--- src/rtl/bin2bcd_seq.sv ---
// bin2bcd_seq: sequential shift-add-3 binary to packed BCD converter.
// Ports: clk, nrst (async low), start/bin in; busy, done, ovf, number out.
// Optional macro LZ_BLANK_EN replaces leading zero digits with BLANK_CODE.
module bin2bcd_seq #(
    parameter int         BIN_W      = 14,
    parameter int         DIGITS     = 4,
    parameter int         MAX_VAL    = 9999,
    parameter logic [3:0] BLANK_CODE = 4'hF
) (
    input  logic                  clk,
    input  logic                  nrst,
    input  logic                  start,
    input  logic [BIN_W-1:0]      bin,
    output logic                  busy,
    output logic                  done,
    output logic                  ovf,
    output logic [4*DIGITS-1:0]   number
);

    localparam int NUM_W = 4 * DIGITS;
    localparam int SR_W  = NUM_W + BIN_W;
    localparam int CNT_W = (BIN_W > 1) ? $clog2(BIN_W) : 1;

    localparam logic [CNT_W-1:0] CNT_LAST = CNT_W'(BIN_W - 1);
    localparam logic [BIN_W-1:0] MAX_BIN  = BIN_W'(MAX_VAL);

    function automatic logic [NUM_W-1:0] to_bcd(input int v);
        logic [NUM_W-1:0] r;
        int x;
        r = '0;
        x = v;
        for (int i = 0; i < DIGITS; i++) begin
            r[4*i +: 4] = 4'(x % 10);
            x = x / 10;
        end
        return r;
    endfunction

    localparam logic [NUM_W-1:0] SAT_BCD = to_bcd(MAX_VAL);

    typedef enum logic [1:0] {
        IDLE,
        SHIFT,
        DONE
    } state_t;

    state_t            state;
    state_t            state_nxt;
    logic [SR_W-1:0]   sr;
    logic [SR_W-1:0]   sr_adj;
    logic [CNT_W-1:0]  cnt;
    logic              ovf_n;
    logic [NUM_W-1:0]  bcd_raw;
    logic [NUM_W-1:0]  bcd_out;

    assign busy    = (state != IDLE);
    assign bcd_raw = sr[SR_W-1 -: NUM_W];

    always_ff @(posedge clk or negedge nrst) begin
        if (!nrst) begin
            state <= IDLE;
        end else begin
            state <= state_nxt;
        end
    end

    always_comb begin
        state_nxt = state;
        unique case (state)
            IDLE:    if (start) state_nxt = SHIFT;
            SHIFT:   if (cnt == CNT_LAST) state_nxt = DONE;
            DONE:    state_nxt = IDLE;
            default: state_nxt = IDLE;
        endcase
    end

    // Add-3 correction on every BCD nibble, applied before each shift.
    always_comb begin
        sr_adj = sr;
        for (int d = 0; d < DIGITS; d++) begin
            if (sr[BIN_W+4*d +: 4] >= 4'd5) begin
                sr_adj[BIN_W+4*d +: 4] = sr[BIN_W+4*d +: 4] + 4'd3;
            end
        end
    end

`ifdef LZ_BLANK_EN
    logic lead;

    // Blank zeros from the MS digit down; digit 0 always shown.
    always_comb begin
        bcd_out = bcd_raw;
        lead    = 1'b1;
        for (int d = DIGITS - 1; d >= 1; d--) begin
            if (lead && bcd_raw[4*d +: 4] == 4'd0) begin
                bcd_out[4*d +: 4] = BLANK_CODE;
            end else begin
                lead = 1'b0;
            end
        end
    end
`else
    logic unused_blank;

    assign bcd_out      = bcd_raw;
    assign unused_blank = ^BLANK_CODE;
`endif

    always_ff @(posedge clk or negedge nrst) begin
        if (!nrst) begin
            sr     <= '0;
            cnt    <= '0;
            ovf_n  <= 1'b0;
            number <= '0;
            ovf    <= 1'b0;
            done   <= 1'b0;
        end else begin
            done <= 1'b0;
            unique case (state)
                IDLE: begin
                    if (start) begin
                        sr    <= {NUM_W'(0), bin};
                        cnt   <= '0;
                        ovf_n <= (bin > MAX_BIN);
                    end
                end
                SHIFT: begin
                    sr  <= sr_adj << 1;
                    cnt <= cnt + CNT_W'(1);
                end
                DONE: begin
                    // Saturated value bypasses blanking on purpose.
                    number <= ovf_n ? SAT_BCD : bcd_out;
                    ovf    <= ovf_n;
                    done   <= 1'b1;
                end
                default: ;
            endcase
        end
    end

endmodule

--- config.mk ---
export PLATFORM = sky130hd
export DESIGN_NAME = bin2bcd_seq
export DESIGN_NICKNAME = d
export VERILOG_FILES = /design/src/rtl/bin2bcd_seq.sv
export SDC_FILE = /design/constraint.sdc
export NUM_CORES = 1
export LEC_CHECK = 0
export BUFFER_PORTS_ARGS = -buffer_cell sky130_fd_sc_hd__clkbuf_2
export CORE_UTILIZATION = 55
export DETAILED_ROUTE_END_ITERATION = 10
export PLACE_DENSITY = 0.75
export SETUP_SLACK_MARGIN = 0.05
export SYNTH_ARGS = -nofsm -noshare
export SYNTH_HDL_FRONTEND = slang
export SYNTH_SLANG_ARGS = --single-unit
--- constraint.sdc ---
create_clock -name clk -period 3.3 [get_ports clk]
set_input_delay 0.99 -clock clk [delete_from_list [all_inputs] [get_ports clk]]
set_output_delay 0.99 -clock clk [all_outputs]
set_load 0.02 [all_outputs]
**Word-level counts from Yosys, hierarchy flattened**

Cells that the tools add are included.

- Bits in registers: 55
- Input port bits: 17
- Output and inout bits: 19
- Logic and storage cells: 41

- Add/sub/neg operators: 5
- $lt $le $gt $ge: 5
- Equal/unequal tests: 5
- Multiplexer cells: 13
- Reduce and logical (&&, ||, !) cells: 6

Operator list:

| operator | number |
|---|---|
| 30-bit case mux with 2 select lines | 1 |
| 30-bit two-way mux | 1 |
| 4-bit by 3-bit greater-or-equal comparator with 1-bit output (second input constant) | 4 |
| 16-bit two-way mux | 1 |
| 4-bit two-way mux | 4 |
| 14-bit greater-than comparator (second input constant) | 1 |
| 4-bit by 2-bit adder with 4-bit output (second input constant) | 3 |
| 4-bit case mux with 2 select lines | 1 |
| 2-bit AND reduction | 3 |
| 4-bit by 1-bit adder with 4-bit output (second input constant) | 1 |
| 4-bit == test (second input constant) | 1 |
| 2-bit two-way mux | 2 |
| 2-bit != test (second input constant) | 2 |
| 2-bit case mux with 2 select lines | 1 |
| 2-bit nonzero test | 2 |
| 3-bit by 2-bit adder with 3-bit output (second input constant) | 1 |
| 3-bit two-way mux | 1 |
| 2-bit by 1-bit == test with 1-bit output (second input constant) | 1 |
| 2-bit == test (second input constant) | 1 |
| 2-bit zero test | 1 |
| 1-bit two-way mux | 1 |

**Depth between registers and ports, before layout**

Gate-level depths: netlist of the first run.

- Word-level depth: 3
- Mapped depth: 6
- Depth with buffers taken out: 6

**Worst setup path before layout of the first run**

OpenSTA, ideal clock, no wires.

- Kind: in2reg
- Start: in start
- End: reg sr[28]
- Setup time: 0.126 ns
- Arrival: 1.806 ns
- Data required time: 3.174 ns
- Path slack: 1.367 ns
- Cell stages on the path: 3
- Path buffers: 1
- Cells stage by stage: or3b_1 > buf_4 > a311o_1

- Word-level cells in the longest chain between the ends: 2

Ends and longest elaborated chain:

| item | RTL line | source |
|---|---|---|
| from (decl) | 12 | `input logic start,` |
| 2-bit != test (no source line) | -- |  |
| 2-bit AND reduction (no source line) | -- |  |
| to (signal assigned) | 122 | `sr <= {NUM_W'(0), bin};` |
| to (signal assigned) | 128 | `sr <= sr_adj << 1;` |
| to (decl) | 49 | `logic [SR_W-1:0] sr;` |

No other way between the ends.
A chain may end at the register's enable or synchronous reset.

**Worst setup path after layout of the first run**

- Start: reg state[1]
- End: out busy

- Word-level cells in the longest chain between the ends: 1

Ends and longest elaborated chain:

| item | RTL line | source |
|---|---|---|
| from (decl) | 47 | `state_t state;` |
| from (signal assigned) | 63 | `state <= state_nxt;` |
| 2-bit nonzero test | 56 | `assign busy = (state != IDLE);` |
| to (decl) | 14 | `output logic busy,` |

No other way between the ends.

==> key figures, run 1 <==
Global routing
  • Number of global-route vias before repair: approximately 1800
  • Initial antenna violation count: 0
  • Tot GR Track Use: 20.96%
  • Most used routing layer in global routing: met2
  • GRT overflow: 0
  • GR Util met2: 32.17%
  • Met1 GRT Util: a little under a third
  • Global-route wire length before repair: between 8 and 9 mm
  • Largest net degree at the start of global routing: between 50 and 60
  • Met3 Resource Use GR: about 4.0%

STA
  • Max-slew violations: 0
  • Max frequency: between 0.4 and 0.5 GHz
  • Final hold vios: 0
  • Slew HR: between 20% and 30%
  • Setup tns final: 0 ns
  • Final cycle utilization of the critical path: 66.56%
  • RSZ-0062 raised after global routing: false
  • Fin crit period: 2.196 ns
  • Worst-Margin Slew: 1.057 ns
  • Worst clock skew: 0.009787 ns
  • Final setup viols: 0

Clock network
  • CTS tree: done
  • PostCTS Resize Cnt: 0
  • Number of setup buffers added after CTS: 0
  • Insertion delay to the later sink of the worst-skew pair: slightly above 0.3 ns
  • CTS max path bufs: 2
  • CTS hold repair buffers: 0
  • Cts bufs inserted: 5
  • H-tree depth: 2
  • Clock sink total: 55
  • CTS root buffer: clkbuf_8
  • Clock-pin slew on the worst setup and hold paths: 0.09 ns

Floorplanning
  • Die W: 70.29 um
  • Starting Density: 58.11%
  • Die footprint: 4941 um2
  • Core Footprint: 4414 um2
  • Rows: 24
  • Die Y: 70.29 um
  • Ports: 36

Worst setup path
  • CP Cell Sequence: or2_2, clkbuf_2
  • CP Launch Type: flip-flop
  • Crit. End Element: output port
  • Crit path buf inv count: 1
  • CP delay by family, top: flip-flops
  • CP peak stage delay: between 0.4 and 0.5 ns
  • Worst Path Max Fanout: 6
  • Slowest stage cell, crit path: dfrtp_1
  • Crit path DAT: 1.21 ns
  • CP required: 2.31 ns
  • WS Path Type: flip-flop to output port

Layout
  • Layout Cells excl Fill: 344
  • Fillers: 375
  • Area Overhead vs Synth: 11.56%
  • Share of cells above drive strength 1: 18.84%
  • Design Area, Final: 2861 um2
  • Diode count: 0
  • Most frequent cells in the layout: dfrtp_1, nand2_1, clkbuf_2
  • Most common cell after layout, fill and taps aside: dfrtp_1
  • Final-stage net count: 318

Detailed routing
  • DR pass1 iterations: 4
  • WL per Instance: roughly 14 um
  • Routed WL: around 4.7 mm
  • Vias: 1905
  • ANT nets after route: 0
  • 1st-iter DRT viols: 134
  • DRC Markers: 0
  • Drt via density: 5.538

Yosys
  • Top cells by area, synth: dfrtp_1, nand2_1, ha_1, o31ai_1, o21ai_0
  • Synth Area per Inst: 9.903 um2
  • Seq/Total Area, Yosys: 53.66%
  • Syn Nets: 286
  • Synthesized area: 2565 um2
  • Register bit total from synthesis: 55
  • Syn Inst Count: 259
  • Warnings from Yosys: 0
  • Post-synth top area cell: dfrtp_1
  • Yosys cell types: 33
  • Synth top area share: 53.66%

Power and ir drop
  • Pwr dens: 997.5 nW/um2
  • P_leak: 0.001383 uW
  • Worst vdd ir: 0.4386 mV

Placement
  • Post-DP HPWL: 3.179 mm
  • Area after DPL: between 2000 and 3000 um2
  • Dpl cells: between 300 and 400
  • GPL Wtd Cong: 0.7642
  • Buffers added on ports: 35

Min path
  • HP Class: flip-flop to flip-flop

Run status
  • Outcome: complete, no violations

Job
  • Max-cap viol count: 0
==> worst reg2reg max path: cells and delay by family (launching register included) <==
| family | cells | cell delay [ns] |
|---|---|---|
| and+or+nand+nor | 2 | 0.69 |
| AOI/OAI and AO/OA | 2 | 0.34 |
| buffers and inverters | 1 | 0.28 |
| DFF | 1 | 0.44 |
==> final timing paths <==
check / from / to / slack, ns / depth (start not counted)
worst max-delay path: state[1] / busy / 1.10 / 2
worst min-delay path: number[3] / number[3] / 0.48 / 2
worst max register to register: state[1] / sr[17] / 1.45 / 5
worst min register to register: number[3] / number[3] / 0.48 / 2
max in group asynchronous: nrst / state[1] / 2.03 / 2
min in group asynchronous: nrst / done / 0.79 / 2
==> registers in the layout (all words and copies together), names as in the netlist <==
register,cells
state,2
done,1
ovf_n,1
cnt,4
ovf,1
sr,30
number,16
==> power by group <==
part           internal [uW]  leakage, uW  switching (uW)
registers                970     0.000684             246
logic                    541     0.000659             723
clock network            148    0.0000402             226
==> layout make-up <==
| class | instances | area, um2 | area share (%) |
|---|---|---|---|
| clock buffer | 5 | 68.82 | 2.405 |
| sequential | 55 | 1376 | 48.10 |
| tap | 52 | 65.06 | 2.274 |
| inverter | 10 | 37.54 | 1.312 |
| multi-input combinational | 178 | 1074 | 37.52 |
| clock inverter | 3 | 20.02 | 0.6996 |
| timing repair buffer | 41 | 220.2 | 7.696 |
==> kinds of logic (layout without fill, tap and decap cells) <==
family	Yosys count	after routing	share of synthesized area, %
simple gates	96	96	17.66
compound gates	62	62	15.61
flops	55	55	53.66
buf+inv	26	59	4.488
fa+ha+maj	10	10	4.878
xor+xnor	7	7	2.390
mux	3	3	1.317
==> synth_stat cells, drive strengths merged <==
library cell,number
a21oi,4
a22oi,8
a311o,2
a32o,4
and2,1
and3,3
buf,12
clkbuf,4
dfrtp,55
ha,10
inv,10
mux2,3
nand2,40
nand2b,10
nand3,14
nand4,1
nor2,20
nor2b,1
nor3,2
nor3b,1
nor4,1
o21ai,26
o22ai,5
o311ai,1
o31ai,12
or2,1
or3b,1
xnor2,4
xor2,3
==> metal layers <==
| metal | vias up | part of all wire, % |
|---|---|---|
| met1 | 899 | 50 |
| met5 | - | 0 |
| li1 | 960 | - |
| met2 | 41 | 45 |
| met4 | 0 | 1.2 |
| met3 | 5 | 3.8 |
==> through the flow <==
step	hold WS (ns)	utilization, %	total power (uW)	setup slack [ns]
2_1_floorplan	0.4375	-	2167	1.367
3_3_place_gp	0.4578	62.81	2455	0.8946
3_5_place_dp	0.4674	62.81	2506	0.8587
4_1_cts	0.4896	64.82	2886	1.085
5_1_grt	0.5081	64.82	3099	1.051
6_report	0.4822	64.82	2854	1.104
(Power assumes the default switching activity.)
==> run 2, diff against run 1 <==
--- a/config.mk
+++ b/config.mk
@@ -5,10 +5,11 @@
 export SDC_FILE = /design/constraint.sdc
 export NUM_CORES = 1
 export LEC_CHECK = 0
+export ABC_AREA = 1
 export BUFFER_PORTS_ARGS = -buffer_cell sky130_fd_sc_hd__clkbuf_2
-export CORE_UTILIZATION = 55
+export CORE_UTILIZATION = 51
 export DETAILED_ROUTE_END_ITERATION = 10
-export PLACE_DENSITY = 0.75
+export PLACE_DENSITY = 0.73
 export SETUP_SLACK_MARGIN = 0.05
 export SYNTH_ARGS = -nofsm -noshare
 export SYNTH_HDL_FRONTEND = slang
==> constraint.sdc (replaced) <==
create_clock -name clk -period 2 [get_ports clk]
set_input_delay 0.6 -clock clk [delete_from_list [all_inputs] [get_ports clk]]
set_output_delay 0.6 -clock clk [all_outputs]
set_load 0.02 [all_outputs]
==> run 2 against run 1 <==
Non-clock buffer count is 4 lower. Via count rose by 11%. Final area rose by 4.4%. Wire length rose by 8.5%. Critical endpoint unchanged.
==> key figures, run 2 <==
Run status
  • Outcome: complete, no violations

Yosys
  • Largest family of logic cells by synthesized area: simple AND/OR/NAND/NOR gates
  • Top cells by area, synth: dfrtp_1, nand2_1, nand3_1, ha_1, o21ai_0
  • Synth top area share: 52.13% (-1.5 points)
  • Warnings from Yosys: 0 (unchanged)
  • Most frequent cells after synthesis: nand2_1, dfrtp_1, inv_1, nand3_1, o21ai_0
  • Share of flip-flops with an asynchronous set or reset after synthesis: 100.0% (unchanged)
  • EDFF count, synth: 0 (unchanged)
  • Syn Nets: 346 (+21%)
  • XOR/XNOR share of the synthesized area: 0% (-2.4 points)
  • Adder-cell share of the synthesized area: 4.739% (-0.14 points)
  • Seq/Total Area, Yosys: 52.13% (-1.5 points)
  • Synth Area per Inst: 8.276 um2 (-16%)
  • Synth Area in Simple Gates: 27.49% (+9.8 points)
  • Multiplexer share of the synthesized area: 0% (-1.3 points)
  • Yosys cell types: 20 (-39%)
  • Synthesized area: 2640 um2 (+2.9%)
  • Post-synth top area cell: dfrtp_1
  • Register bit total from synthesis: 55 (unchanged)
  • Main synth FF type: dfrtp_1
  • Count leader, synth: nand2_1
  • Compound-Gate Fraction of Synth Area: 8.389% (-7.2 points)
  • Syn Inst Count: 319 (+23%)

Global routing
  • GRT overflow: 0 (unchanged)
  • Initial antenna violation count: 0 (unchanged)
  • Largest net degree at the start of global routing: 56 (unchanged)
  • Tot GR Track Use: 20.54% (-0.42 points)
  • Number of global-route vias before repair: 1882 (+6.1%)
  • Global-route wire length before repair: 8.466 mm (+2.9%)

Layout
  • Most frequent cells in the layout: nand2_1, dfrtp_1, clkbuf_2
  • Final-stage net count: 383 (+20%)
  • Share of cells above drive strength 1: 15.41% (-3.4 points)
  • Area Overhead vs Synth: 13.18%
  • Diode count: 0 (unchanged)
  • Most common cell after layout, fill and taps aside: nand2_1
  • Largest regs: sr: 30 flops, number: 16 flops, cnt: 4 flops
  • Largest register FFs: 30 (unchanged)
  • Biggest register: sr

Worst setup path
  • CP peak stage delay: 0.42 ns (-0.02 ns)
  • Crit path buf inv count: 2 (+1)
  • CP Launch Type: flip-flop
  • WS Path Type: flip-flop to output port
  • CP delay by family, top: flip-flops
  • Worst r2r src: state[1]
  • Worst Path Max Fanout: 3 (-3)
  • CP Cell Sequence: inv_1, nand2_1, clkbuf_2
  • Slowest stage cell, crit path: dfrtp_1
  • CP required: 1.40 ns (-0.91 ns)
  • Crit path DAT: 1.05 ns (-0.16 ns)
  • Crit. End Element: output port
  • Crit path launch: state[0]

STA
  • Fin crit period: 1.649 ns
  • Worst-Margin Slew: 0.4558 ns (-0.6014 ns)
  • Setup tns final: 0 ns (unchanged)
  • RSZ-0062 raised after global routing: false
  • Final WS setup: 0.3511 ns (-0.7526 ns)
  • Final cycle utilization of the critical path: 82.44%
  • Worst clock skew: 0.003287 ns (-0.006499 ns)
  • Final setup viols: 0 (unchanged)
  • Max-slew violations: 0 (unchanged)
  • Max frequency: 0.6065 GHz
  • Final hold vios: 0 (unchanged)
  • WHS: 0.2806 ns (-0.2016 ns)
  • Slew HR: 69.57% (+40 points)

Placement
  • Post-DP HPWL: 3.545 mm (+12%)
  • Pre-CTS setup slack: 0.4629 ns (-0.3958 ns)
  • Buffers added on ports: 35 (unchanged)
  • GPL Wtd Cong: 0.8123 (+6.3%)

Floorplanning
  • Ports: 36 (unchanged)
  • Die W: 73.95 um (+5.2%)
  • Die Y: 73.95 um (+5.2%)
  • Core Footprint: 4848 um2 (+9.8%)
  • Die footprint: 5469 um2 (+11%)
  • Starting Density: 54.45% (-3.7 points)
  • Rows: 25 (+4.2%)

Detailed routing
  • WL per Instance: 12.00 um (-12%)
  • Vias: 2114 (+11%)
  • Met2 wire len: 2.332 mm (+11%)
  • Met1 wire length: 2.508 mm (+6.2%)
  • Routed wl met3: 205 um (+15%)
  • DR pass1 iterations: 4 (unchanged)
  • DRC Markers: 0 (unchanged)
  • ANT nets after route: 0 (unchanged)
  • Highest routed layer: met4
  • Routed WL: 5.090 mm (+8.5%)
  • 1st-iter DRT viols: 117 (-13%)
  • Drt via density: 4.986 (-10%)

Power and ir drop
  • Worst vdd ir: 0.8554 mV (+95%)
  • P_leak: 0.001585 uW (+15%)
  • Pwr dens: 1564 nW/um2 (+57%)

Clock network
  • Insertion delay to the later sink of the worst-skew pair: 0.30 ns (about the same)
  • Number of setup buffers added after CTS: 0 (unchanged)
  • H-tree depth: 2 (unchanged)
  • Clock-pin slew on the worst setup and hold paths: 0.09 ns (about the same)
  • CTS tree: done
  • CTS max path bufs: 2 (unchanged)
  • Cts bufs inserted: 5 (unchanged)
  • Clock sink total: 55 (unchanged)
  • PostCTS Resize Cnt: 0 (unchanged)
  • CTS root buffer: clkbuf_8
  • CTS hold repair buffers: 0 (unchanged)

Min path
  • HP Class: primary input to async pin

Job
  • Max-cap viol count: 0 (unchanged)
[run 2: power by group]
part           internal, uW  switching [uW]  total [uW]
registers              1570             321        1890
clock network           406             351         756
logic                   690            1330        2020
total                  2670            2000        4670
[run 2: cells by family (layout without fill, tap and decap cells)]
| kind of cell | Yosys count | in the layout |
|---|---|---|
| and+or+nand+nor | 167 | 167 |
| DFF | 55 | 55 |
| AOI/OAI and AO/OA | 44 | 44 |
| buffers and inverters | 43 | 81 |
| adders and majority gates | 10 | 10 |
[run 2: cell type report]
cell class                      count  area (um2)
Sequential cell                    55        1376
Clock buffer                        6       82.58
Fill cell                         439        1861
Inverter                           36       135.1
Timing Repair Buffer               37       202.7
Tap cell                           67       83.83
Multi-Input combinational cell    221        1072
Clock inverter                      2       35.03
[run 2: worst paths after layout]
kind                              endpoint  slack, ns  depth (start not counted)
worst max-delay path                  busy       0.35                          3
worst min-delay path            number[12]       0.28                          2
worst max register to register      cnt[2]       0.51                          6
worst min register to register      sr[13]       0.49                          2
max in group asynchronous            sr[4]       1.49                          2
min in group clk                    sr[13]       0.49                          2
[run 2: through the flow]
stage | util [%] | std cells | total power, uW | area, um2
after global routing | 61.63 | 424 | 5115 | 2988
after global placement | 59.20 | 416 | 3845 | 2870
final | 61.63 | 424 | 4673 | 2988
after floorplan | - | 319 | 3458 | 2640
after detailed placement | 59.20 | 416 | 3931 | 2870
after CTS | 61.63 | 424 | 4699 | 2988
[run 2: per-layer routing]
layer	global-route usage, %	vias up
met5	0	-
met2	33.33	49
met1	28.47	958
li1	-	1102
met3	3.252	5
met4	6.410	0
[run 2: worst register-to-register path: stages (launching register included)]
cell	delay, ns
dfrtp_1	0.38
inv_2	0.10
nand2_2	0.19
inv_2	0.41
nand2_1	0.13
nand3_1	0.08
o21ai_0	0.08
